[config.mk]
export PLATFORM = sky130hd
export DESIGN_NAME = serial_byte_deserializer_flat
export DESIGN_NICKNAME = d
export VERILOG_FILES = /design/src/rtl/serial_byte_deserializer_if.sv /design/src/rtl/serial_byte_deserializer.sv /design/src/flat_wrapper.sv
export SDC_FILE = /design/constraint.sdc
export NUM_CORES = 1
export LEC_CHECK = 0
export CAP_MARGIN = 15
export CELL_PAD_IN_SITES_DETAIL_PLACEMENT = 0
export CELL_PAD_IN_SITES_GLOBAL_PLACEMENT = 1
export CORE_UTILIZATION = 35
export CTS_BUF_LIST = sky130_fd_sc_hd__clkbuf_4 sky130_fd_sc_hd__clkbuf_8 sky130_fd_sc_hd__clkbuf_16
export CTS_CLUSTER_DIAMETER = 30
export DETAILED_ROUTE_END_ITERATION = 7
export HOLD_SLACK_MARGIN = 0.15
export PLACE_DENSITY = 0.75
export SLEW_MARGIN = 10
export SYNTH_ARGS = -nofsm -noshare
export SYNTH_HDL_FRONTEND = slang
export SYNTH_SLANG_ARGS = --single-unit
[constraint.sdc]
create_clock -name i_clk_200M -period 6.45 [get_ports i_clk_200M]
set_clock_uncertainty 0.05 [all_clocks]
set_input_delay 0.9675 -clock i_clk_200M [delete_from_list [all_inputs] [get_ports i_clk_200M]]
set_output_delay 0.9675 -clock i_clk_200M [all_outputs]
set_load 0.05 [all_outputs]
[src/rtl/serial_byte_deserializer_if.sv]
// ----------------------------------------------------------------------------
// serial_byte_deserializer_if
// Byte output channel of the serial byte deserializer: a valid/ready handshake
// carrying one aligned byte at a time.
//   rx_data  : received byte, MSB = first bit on the wire (master -> slave)
//   rx_valid : rx_data holds an unconsumed byte              (master -> slave)
//   rx_ready : consumer accepts rx_data this cycle           (slave -> master)
// ----------------------------------------------------------------------------
interface serial_byte_deserializer_if;
  logic [7:0] rx_data;
  logic       rx_valid;
  logic       rx_ready;

  // The deserializer produces bytes
  modport master (
    output rx_data,
    output rx_valid,
    input  rx_ready
  );

  // The downstream consumer accepts bytes
  modport slave (
    input  rx_data,
    input  rx_valid,
    output rx_ready
  );
endinterface

[src/rtl/serial_byte_deserializer.sv]
// ----------------------------------------------------------------------------
// serial_byte_deserializer
// Samples an asynchronous serial line at mid-bit using the bit period supplied
// by the clock-recovery stage, hunts for SYNC_WORD, then delivers aligned
// bytes through a one-entry output buffer with a valid/ready handshake.
// Everything runs in the i_clk_200M domain.
//   i_clk_200M   : sole clock, rising edge
//   i_rst_n      : asynchronous active-low reset
//   i_signal     : raw serial input, asynchronous to i_clk_200M
//   i_bit_period : cycles per bit from the clock-recovery stage
//   i_clear_ovf  : one-cycle pulse clearing o_overflow
//   o_locked     : high while aligned to the byte stream
//   o_overflow   : sticky, a completed byte was dropped
//   rx_bus       : byte output channel (master side)
// ----------------------------------------------------------------------------
module serial_byte_deserializer #(
  parameter logic [7:0]  SYNC_WORD  = 8'hD5,
  parameter int unsigned MIN_PERIOD = 4,
  parameter int unsigned IDLE_BITS  = 64
) (
  input  logic        i_clk_200M,
  input  logic        i_rst_n,
  input  logic        i_signal,
  input  logic [15:0] i_bit_period,
  input  logic        i_clear_ovf,
  output logic        o_locked,
  output logic        o_overflow,
  serial_byte_deserializer_if.master rx_bus
);

  localparam logic [15:0] LP_MIN_PERIOD = 16'(MIN_PERIOD);
  localparam logic [7:0]  LP_IDLE_BITS  = 8'(IDLE_BITS);

  typedef enum logic [0:0] {HUNT, LOCKED} state_t;

  state_t      r_state;
  logic        r_s1, r_s2, r_s3;
  logic [15:0] r_per_q;
  logic [15:0] r_cnt;
  // Only the newest seven bits are needed to form the next byte, so the
  // oldest bit of the eight-bit window is never stored.
  logic [6:0]  r_sr;
  logic [7:0]  r_idle;
  logic [2:0]  r_bc;
  logic        r_locked;
  logic        r_overflow;
  logic        r_rx_valid;
  logic [7:0]  r_rx_data;

  logic        w_edge;
  logic        w_new_per_ok;
  logic        w_per_ok;
  logic        w_strobe;
  logic [7:0]  w_nxt;
  logic [7:0]  w_idle_inc;
  logic        w_timeout;
  logic        w_lose;
  logic        w_byte_done;
  logic        w_consume;

  assign w_edge       = r_s2 ^ r_s3;
  assign w_new_per_ok = (i_bit_period >= LP_MIN_PERIOD);
  assign w_per_ok     = (r_per_q >= LP_MIN_PERIOD);
  // An edge re-phases the counter, so it suppresses a coincident strobe.
  assign w_strobe     = !w_edge && w_per_ok && (r_cnt == 16'd0);
  assign w_nxt        = {r_sr, r_s2};
  assign w_idle_inc   = (r_idle == 8'hFF) ? r_idle : (r_idle + 8'd1);
  assign w_timeout    = w_strobe && (w_idle_inc == LP_IDLE_BITS);
  // An edge carrying an invalid period drops lock immediately rather than
  // waiting a cycle for the latched period to show it.
  assign w_lose       = !w_per_ok || (w_edge && !w_new_per_ok) || w_timeout;
  assign w_byte_done  = (r_state == LOCKED) && w_strobe && !w_timeout &&
                        (r_bc == 3'd7);
  assign w_consume    = r_rx_valid && rx_bus.rx_ready;

  // Synchronizer, period latch, mid-bit phase counter, shift register and
  // idle counter. The counter is loaded with half a period on each edge so
  // the strobe lands in the middle of the bit, then free-runs at one period.
  always_ff @(posedge i_clk_200M or negedge i_rst_n) begin
    if (!i_rst_n) begin
      r_s1    <= 1'b0;
      r_s2    <= 1'b0;
      r_s3    <= 1'b0;
      r_per_q <= 16'd0;
      r_cnt   <= 16'd0;
      r_sr    <= 7'd0;
      r_idle  <= 8'd0;
    end else begin
      r_s1 <= i_signal;
      r_s2 <= r_s1;
      r_s3 <= r_s2;
      if (w_edge) begin
        r_per_q <= i_bit_period;
        r_idle  <= 8'd0;
        if (w_new_per_ok) begin
          r_cnt <= (i_bit_period >> 1) - 16'd1;
        end else begin
          r_cnt <= 16'd0;
        end
      end else if (r_cnt == 16'd0) begin
        if (w_per_ok) begin
          r_cnt <= r_per_q - 16'd1;
        end
      end else begin
        r_cnt <= r_cnt - 16'd1;
      end
      if (w_strobe) begin
        r_sr   <= w_nxt[6:0];
        r_idle <= w_idle_inc;
      end
    end
  end

  // Alignment FSM. The sync byte only sets the bit counter to zero; the byte
  // boundary is then every eighth strobe until lock is lost.
  always_ff @(posedge i_clk_200M or negedge i_rst_n) begin
    if (!i_rst_n) begin
      r_state  <= HUNT;
      r_locked <= 1'b0;
      r_bc     <= 3'd0;
    end else begin
      case (r_state)
        HUNT: begin
          if (w_strobe && (w_nxt == SYNC_WORD)) begin
            r_state  <= LOCKED;
            r_locked <= 1'b1;
            r_bc     <= 3'd0;
          end
        end
        LOCKED: begin
          if (w_lose) begin
            r_state  <= HUNT;
            r_locked <= 1'b0;
          end else if (w_strobe) begin
            r_bc <= r_bc + 3'd1;
          end
        end
        default: begin
          r_state  <= HUNT;
          r_locked <= 1'b0;
        end
      endcase
    end
  end

  // One-entry output buffer. A byte arriving while the buffer is being
  // emptied this cycle replaces it without a gap in rx_valid; a byte
  // arriving at a full, stalled buffer is dropped and flagged. A new
  // overflow takes priority over a simultaneous clear.
  always_ff @(posedge i_clk_200M or negedge i_rst_n) begin
    if (!i_rst_n) begin
      r_rx_data  <= 8'd0;
      r_rx_valid <= 1'b0;
      r_overflow <= 1'b0;
    end else begin
      if (w_byte_done && (!r_rx_valid || w_consume)) begin
        r_rx_data  <= w_nxt;
        r_rx_valid <= 1'b1;
      end else if (w_consume) begin
        r_rx_valid <= 1'b0;
      end
      if (w_byte_done && r_rx_valid && !w_consume) begin
        r_overflow <= 1'b1;
      end else if (i_clear_ovf) begin
        r_overflow <= 1'b0;
      end
    end
  end

  assign rx_bus.rx_data  = r_rx_data;
  assign rx_bus.rx_valid = r_rx_valid;
  assign o_locked        = r_locked;
  assign o_overflow      = r_overflow;

endmodule

[src/flat_wrapper.sv]
// flat-port wrapper written by rule: the top's interface ports become plain ports
module serial_byte_deserializer_flat 
#(
  parameter logic [7:0]  SYNC_WORD  = 8'hD5,
  parameter int unsigned MIN_PERIOD = 4,
  parameter int unsigned IDLE_BITS  = 64
)
  (i_clk_200M, i_rst_n, i_signal, i_bit_period, i_clear_ovf, o_locked, o_overflow, rx_bus_rx_data, rx_bus_rx_valid, rx_bus_rx_ready);
  serial_byte_deserializer_if rx_bus_i ();
  input  logic i_clk_200M;
  input  logic i_rst_n;
  input  logic i_signal;
  input  logic [15:0] i_bit_period;
  input  logic i_clear_ovf;
  output logic o_locked;
  output logic o_overflow;
  output wire logic [$bits(rx_bus_i.rx_data)-1:0] rx_bus_rx_data;
  output wire logic [$bits(rx_bus_i.rx_valid)-1:0] rx_bus_rx_valid;
  input wire logic [$bits(rx_bus_i.rx_ready)-1:0] rx_bus_rx_ready;
  assign rx_bus_rx_data = rx_bus_i.rx_data;
  assign rx_bus_rx_valid = rx_bus_i.rx_valid;
  assign rx_bus_i.rx_ready = rx_bus_rx_ready;
  serial_byte_deserializer #(.SYNC_WORD(SYNC_WORD), .MIN_PERIOD(MIN_PERIOD), .IDLE_BITS(IDLE_BITS)) u_core (.i_clk_200M(i_clk_200M), .i_rst_n(i_rst_n), .i_signal(i_signal), .i_bit_period(i_bit_period), .i_clear_ovf(i_clear_ovf), .o_locked(o_locked), .o_overflow(o_overflow), .rx_bus(rx_bus_i));
endmodule
==> reports/results.tsv, run 1 <==
stage	metric	value	unit
logic_synthesis	seq_area_frac_synth	46.13	%
clocking	cts_root_buf	clkbuf_8	
logic_synthesis	synth.distinct_cells	48	
setup_path	path_class	flop to flop	
timing	setup_viol	0	
place	io_buffer_count	31	
grt	use_met3	3.488	%
timing	fmax	258.7	MHz
setup_path	cpLargestDelayFamily	simple AND/OR/NAND/NOR gates	
timing	final.min_clock_period	3865	ps
pwr	power.leakage	1.757	nW
logic_synthesis	netlist_area	3526	µm²
routing	via_count	3011	
routing	dr.pass1.iters	4	
logic_synthesis	ys.flop_type	dfrtp_1	
setup_path	crit_arrival	4030	ps
floorplan	die_x	102.4	µm
setup_path	crit_path_end_kind	flop	
timing	finalHoldViolCount	0	
pwr	vdd_drop_max	0.0001349	V
setup_path	worstPathCellList	or4_4, nor4_2, nand2_1, o21ai_0, buf_4, o22ai_1	
grt	antenna_found_initial	0	
clocking	postCtsSetupBuffers	0	
routing	first_iter_violations	204	
worst_hold_path	hold_class	flop to flop	
timing	rsz0062_at_grt	false	
grt	overflow	0	
clocking	cts_tree	done	
timing	tns	0	ps
setup_path	crit_path_start_kind	flop	
setup_path	crit_slowest_cell	nor4_2	
flow_run	drv_cap	0	
timing	holdWs	303.8	ps
layout	fillCellCount	973	
grt	grt_pass1_wl	14860	µm
place	dpl_cell_area	4000	µm²
timing	max_slew.worst_pin.slew	1114	ps
timing	worst_slack	2585	ps
logic_synthesis	async_reset_ff_share	100.0	%
logic_synthesis	synth-seq-cells	65	
place	gp_congestion	0.8482	
clocking	cts_resized	0	
floorplan	rows	36	
place	place_ws	2660	ps
timing	slew_viol_final	0	
routing	wl_per_cell	15.56	µm
clocking	clockBufferDepth	2	
setup_path	path_buf_inv	1	
timing	timing.final.crit_share	59.92	%
logic_synthesis	synthCells	394	
grt	grt_pass1_vias	2977	
clocking	clkTransAtPathRegs	80	ps
floorplan	start_util	36.07	%
setup_path	cp_slowest_stage_delay	960	ps
layout	final_area	4203	µm²
place	dp_hpwl	6005	µm
layout	layout.nets	453	
floorplan	dieHeight	102.4	µm
layout	final_common_cell	nand2_1	
floorplan	dieArea	10480	µm²
clocking	cts_sinks	65	
clocking	worstSkewPairLatency	340	ps
routing	avgViaCountPerCell	5.329	
layout	n_antenna_cell	0	
clocking	cts_made_buffers	9	
floorplan	ios	32	
grt	met2_usage	28.34	%
logic_synthesis	synth_edf_count	0	
routing	drtAntennaViolNets	0	
setup_path	worstPathMaxFanout	12	
pwr	power.density	243.6	nW/µm²
timing	relSlewSlack	25.14	%
floorplan	core_area	9774	µm²
clocking	h-tree-depth	3	
grt	grt_use_total	18.45	%
grt	top_usage_layer	met2	
layout	syn_to_final_growth	19.20	%
logic_synthesis	synth.avg_cell_area	8.949	µm²
grt	globalRouteMet1Util	26.07	%
setup_path	cp.required	6610	ps
routing	drc	0	
status	run_status	completed	
logic_synthesis	yosysWarnings	0	
layout	final_cell_mix	nand2_1, dfrtp_1, clkdlybuf4s50_1, nor2_1, nor3_1	
grt	grt_start_max_net_pins	66	
logic_synthesis	syn_nets	420	
layout	drive_above_1_share	9.722	%
clocking	cts_hold_buf	0	
routing	drt_wl_total	8790	µm
## sequential cells by signal (all words and copies together), names as in the netlist
name	flops
u_core.r_state	1
u_core.o_locked	1
u_core.r_s3	1
u_core.r_sr	7
u_core.rx_bus.rx_data	8
u_core.r_bc	3
u_core.r_s1	1
u_core.o_overflow	1
u_core.r_cnt	16
u_core.r_s2	1
u_core.r_idle	8
u_core.rx_bus.rx_valid	1
u_core.r_per_q	16
## cell families after synthesis
logic type	share of synthesized area, %
buffers and inverters	2.697
adders and majority gates	1.774
xor gates and xnor gates	6.459
muxes	3.407
DFF	46.13
AOI/OAI and AO/OA	13.88
and+or+nand+nor	25.66
## metrics by stage
step | utilization [%] | instances | total power, W
after floorplan | - | 394 | 0.0006002
after global placement | 40.92 | 549 | 0.0006710
after detailed placement | 40.92 | 549 | 0.0006714
after CTS | 43.00 | 565 | 0.001032
after global routing | 43.00 | 565 | 0.001080
final | 43.00 | 565 | 0.001024
## path summary, 6_finish.rpt
| check | start | endpoint | slack [ps] | cells past startpoint |
|---|---|---|---|---|
| min in group asynchronous | i_rst_n | u_core.rx_bus.rx_data[3] | 760 | 2 |
| max in group asynchronous | i_rst_n | u_core.r_per_q[14] | 5040 | 2 |
| worst max register to register | u_core.r_cnt[6] | u_core.r_cnt[14] | 2590 | 6 |
| worst max-delay path | u_core.r_cnt[6] | u_core.r_cnt[14] | 2590 | 6 |
| worst min register to register | u_core.r_s1 | u_core.r_s2 | 300 | 0 |
| worst min-delay path | u_core.r_s1 | u_core.r_s2 | 300 | 0 |
## metal layers
layer,wire [µm],share of wire [%]
met2,3927,45
met1,4344,49
met3,428,4.9
met4,89,1.0
met5,0,0
## cell usage after synthesis (8+ instances only)
library cell / number / area share [%]
nand2_1: 79 / 8.4
dfrtp_1: 65 / 46
nor2_1: 29 / 3.1
nor3_1: 21 / 3.0
a21oi_1: 18 / 2.6
xnor2_1: 18 / 4.5
o21ai_0: 15 / 2.1
clkbuf_1: 14 / 1.5
or3_1: 13 / 2.3
inv_1: 10 / 1.1
o22ai_1: 10 / 1.8
a31oi_1: 8 / 1.4
mux2_2: 8 / 2.6
xor2_1: 8 / 2.0
## worst register-to-register path: cells and delay by family, from the launching register on
kind	cells	cell delay (ps)
buffers and inverters	1	290
AND/OR/NAND/NOR	3	1920
flip-flops	1	450
AO/OA/AOI/OAI	2	1030
## power breakdown
group          switching (W)  internal [W]
Clock               0.000176      0.000182
Sequential         0.0000481      0.000443
Combinational      0.0000997     0.0000754
Total               0.000323      0.000700
## area by class of cell
| class | count | area [µm²] | share of cell area [%] |
|---|---|---|---|
| multi-input combinational | 304 | 1819 | 43.29 |
| sequential | 65 | 1627 | 38.70 |
| timing repair buffer | 37 | 350.3 | 8.336 |
| tap | 133 | 166.4 | 3.960 |
| clock buffer | 9 | 123.9 | 2.947 |
| clock inverter | 7 | 78.83 | 1.876 |
| inverter | 10 | 37.54 | 0.8931 |
(Power assumes the default switching activity.)
==> run 2: changes to the inputs <==
clock period = 3.61 ns   (was 6.45 ns; I/O delays follow)
==> run 2 against run 1 <==
Effect of this change:
- setup slack worse by 2000 ps
- critical path depth rose by 5
- critical path type unchanged
- largest cell class unchanged
- first-iteration DRC count shrank 40%
- routed wire length about the same
- global-route usage rose by 0.10 points
- via count grew 0.37%
- clock power grew 100%
- combinational power is 81% higher
- register-to-register slack got worse by 2000 ps
- power up 87%
==> reports/results.tsv, run 2 (synthesis gave the netlist of run 1 again) <==
stage	metric	value	unit	change
status	run_status	completed		
routing	highest_layer	met4		
timing	max_slew.worst_pin.slew	720.6	ps	-393.0 ps
floorplan	ios	32		unchanged
layout	final_cell_mix	nand2_1, dfrtp_1, clkdlybuf4s50_1, nor2_1, nor3_1		
routing	wl_met2	3866	µm	-1.6%
timing	timing.final.crit_share	84.73	%	+25 points
layout	layout.nets	459		+1.3%
grt	antenna_found_initial	0		unchanged
clocking	postCtsSetupBuffers	0		unchanged
timing	relSlewSlack	51.87	%	+27 points
grt	grt_start_max_net_pins	27		-59%
floorplan	rows	36		unchanged
timing	tns	0	ps	unchanged
clocking	cts_resized	0		unchanged
routing	first_iter_violations	122		-40%
pwr	power.density	447.3	nW/µm²	+84%
setup_path	worstPathMaxFanout	6		-6
routing	wl_per_cell	15.40	µm	-1.0%
timing	finalHoldViolCount	0		unchanged
layout	top_regs	u_core.r_cnt x16, u_core.r_per_q x16		
grt	grt_use_total	18.55	%	+0.10 points
setup_path	path_class	flop to flop		
timing	rsz0062_at_grt	false		
pwr	power	0.001912	W	+87%
routing	drt_wl_total	8791	µm	about the same
setup_path	crit_arrival	3220	ps	-810 ps
floorplan	core_area	9774	µm²	unchanged
place	dp_hpwl	6299	µm	+4.9%
clocking	clkTransAtPathRegs	90	ps	about the same
timing	slew_viol_final	0		unchanged
layout	n_antenna_cell	0		unchanged
grt	overflow	0		unchanged
floorplan	die_x	102.4	µm	unchanged
flow_run	drv_cap	0		unchanged
grt	grt_pass1_vias	2955		-0.74%
routing	via_count	3022		+0.37%
routing	avgViaCountPerCell	5.292		-0.69%
routing	drtAntennaViolNets	0		unchanged
floorplan	start_util	36.07	%	unchanged
layout	drive_above_1_share	10.73	%	+1.0 points
timing	fmax	326.9	MHz	+26%
routing	drc	0		unchanged
pwr	vdd_drop_max	0.0001565	V	+16%
timing	final.min_clock_period	3059	ps	-806.2 ps
layout	final_area	4274	µm²	+1.7%
setup_path	cp.required	3770	ps	-2840 ps
clocking	cts_hold_buf	1		+1
place	io_buffer_count	31		unchanged
timing	setup_viol	0		unchanged
routing	route.layer.met1.wl	4264	µm	-1.8%
clocking	cts_root_buf	clkbuf_8		
clocking	h-tree-depth	3		unchanged
place	gp_congestion	0.9079		+7.0%
pwr	power.leakage	1.798	nW	+2.3%
clocking	worstSkewPairLatency	350	ps	about the same
clocking	clockBufferDepth	2		unchanged
worst_hold_path	hold_class	flop to flop		
timing	holdWs	301.0	ps	-2.834 ps
setup_path	crit_path_start_kind	flop		
place	dpl_cell_area	4038	µm²	+0.94%
grt	grt_pass1_wl	14930	µm	+0.51%
routing	dr.pass1.iters	4		unchanged
clocking	cts_made_buffers	9		unchanged
setup_path	crit_path_end_kind	flop		
floorplan	dieArea	10480	µm²	unchanged
clocking	cts_sinks	65		unchanged
routing	wl_met3	474	µm	+11%
layout	syn_to_final_growth	21.22	%	
layout	final_common_cell	nand2_1		
clocking	cts_tree	done		
floorplan	dieHeight	102.4	µm	unchanged
[run 2: worst max-delay path, stage by stage (launching register included)]
cell      delay (ps)
dfrtp_1          460
or4_4            540
or3_4            430
nor2_1           210
a21oi_1          140
ha_1             230
or3b_2           220
nor2_1            50
o31ai_1          150
a211oi_1         110
a211oi_1         240
o32ai_1          110
[run 2: final cells by class]
class / instances / area [µm²]
fillers: 952 / 5500
well taps: 133 / 166.4
clock inverters: 7 / 102.6
inverters: 10 / 37.54
repair buffers: 43 / 397.9
clock buffers: 9 / 123.9
multi-input cells: 304 / 1819
flip-flops and latches: 65 / 1627
[run 2: path summary, 6_finish.rpt]
path | to | start | cells after the start | slack [ps]
hold / removal | u_core.r_s2 | u_core.r_s1 | 0 | 300
max in group asynchronous | u_core.r_per_q[10] | i_rst_n | 3 | 2170
hold reg to reg | u_core.r_s2 | u_core.r_s1 | 0 | 300
setup reg to reg | u_core.r_cnt[6] | u_core.r_cnt[6] | 11 | 550
setup / recovery | u_core.r_cnt[6] | u_core.r_cnt[6] | 11 | 550
min in group asynchronous | u_core.rx_bus.rx_data[3] | i_rst_n | 2 | 610
[run 2: metal layers]
metal,up-vias,track usage (%)
met4,0,9.780
met1,1422,26.45
met5,-,0
met3,22,3.078
li1,1493,-
met2,85,26.90
[run 2: where the power goes]
part / total [W] / switching [W] / internal [W]
registers: 0.000876 / 0.0000844 / 0.000792
logic: 0.000316 / 0.000179 / 0.000137
clock network: 0.000720 / 0.000322 / 0.000397
[run 2: per-stage QoR]
| step | utilization, % | setup slack [ps] | instances |
|---|---|---|---|
| after floorplan | - | 498.5 | 394 |
| after global placement | 41.31 | 486.2 | 554 |
| after detailed placement | 41.31 | 529.8 | 554 |
| after CTS | 43.73 | 556.7 | 571 |
| after global routing | 43.73 | 356.4 | 571 |
| final | 43.73 | 551.4 | 571 |
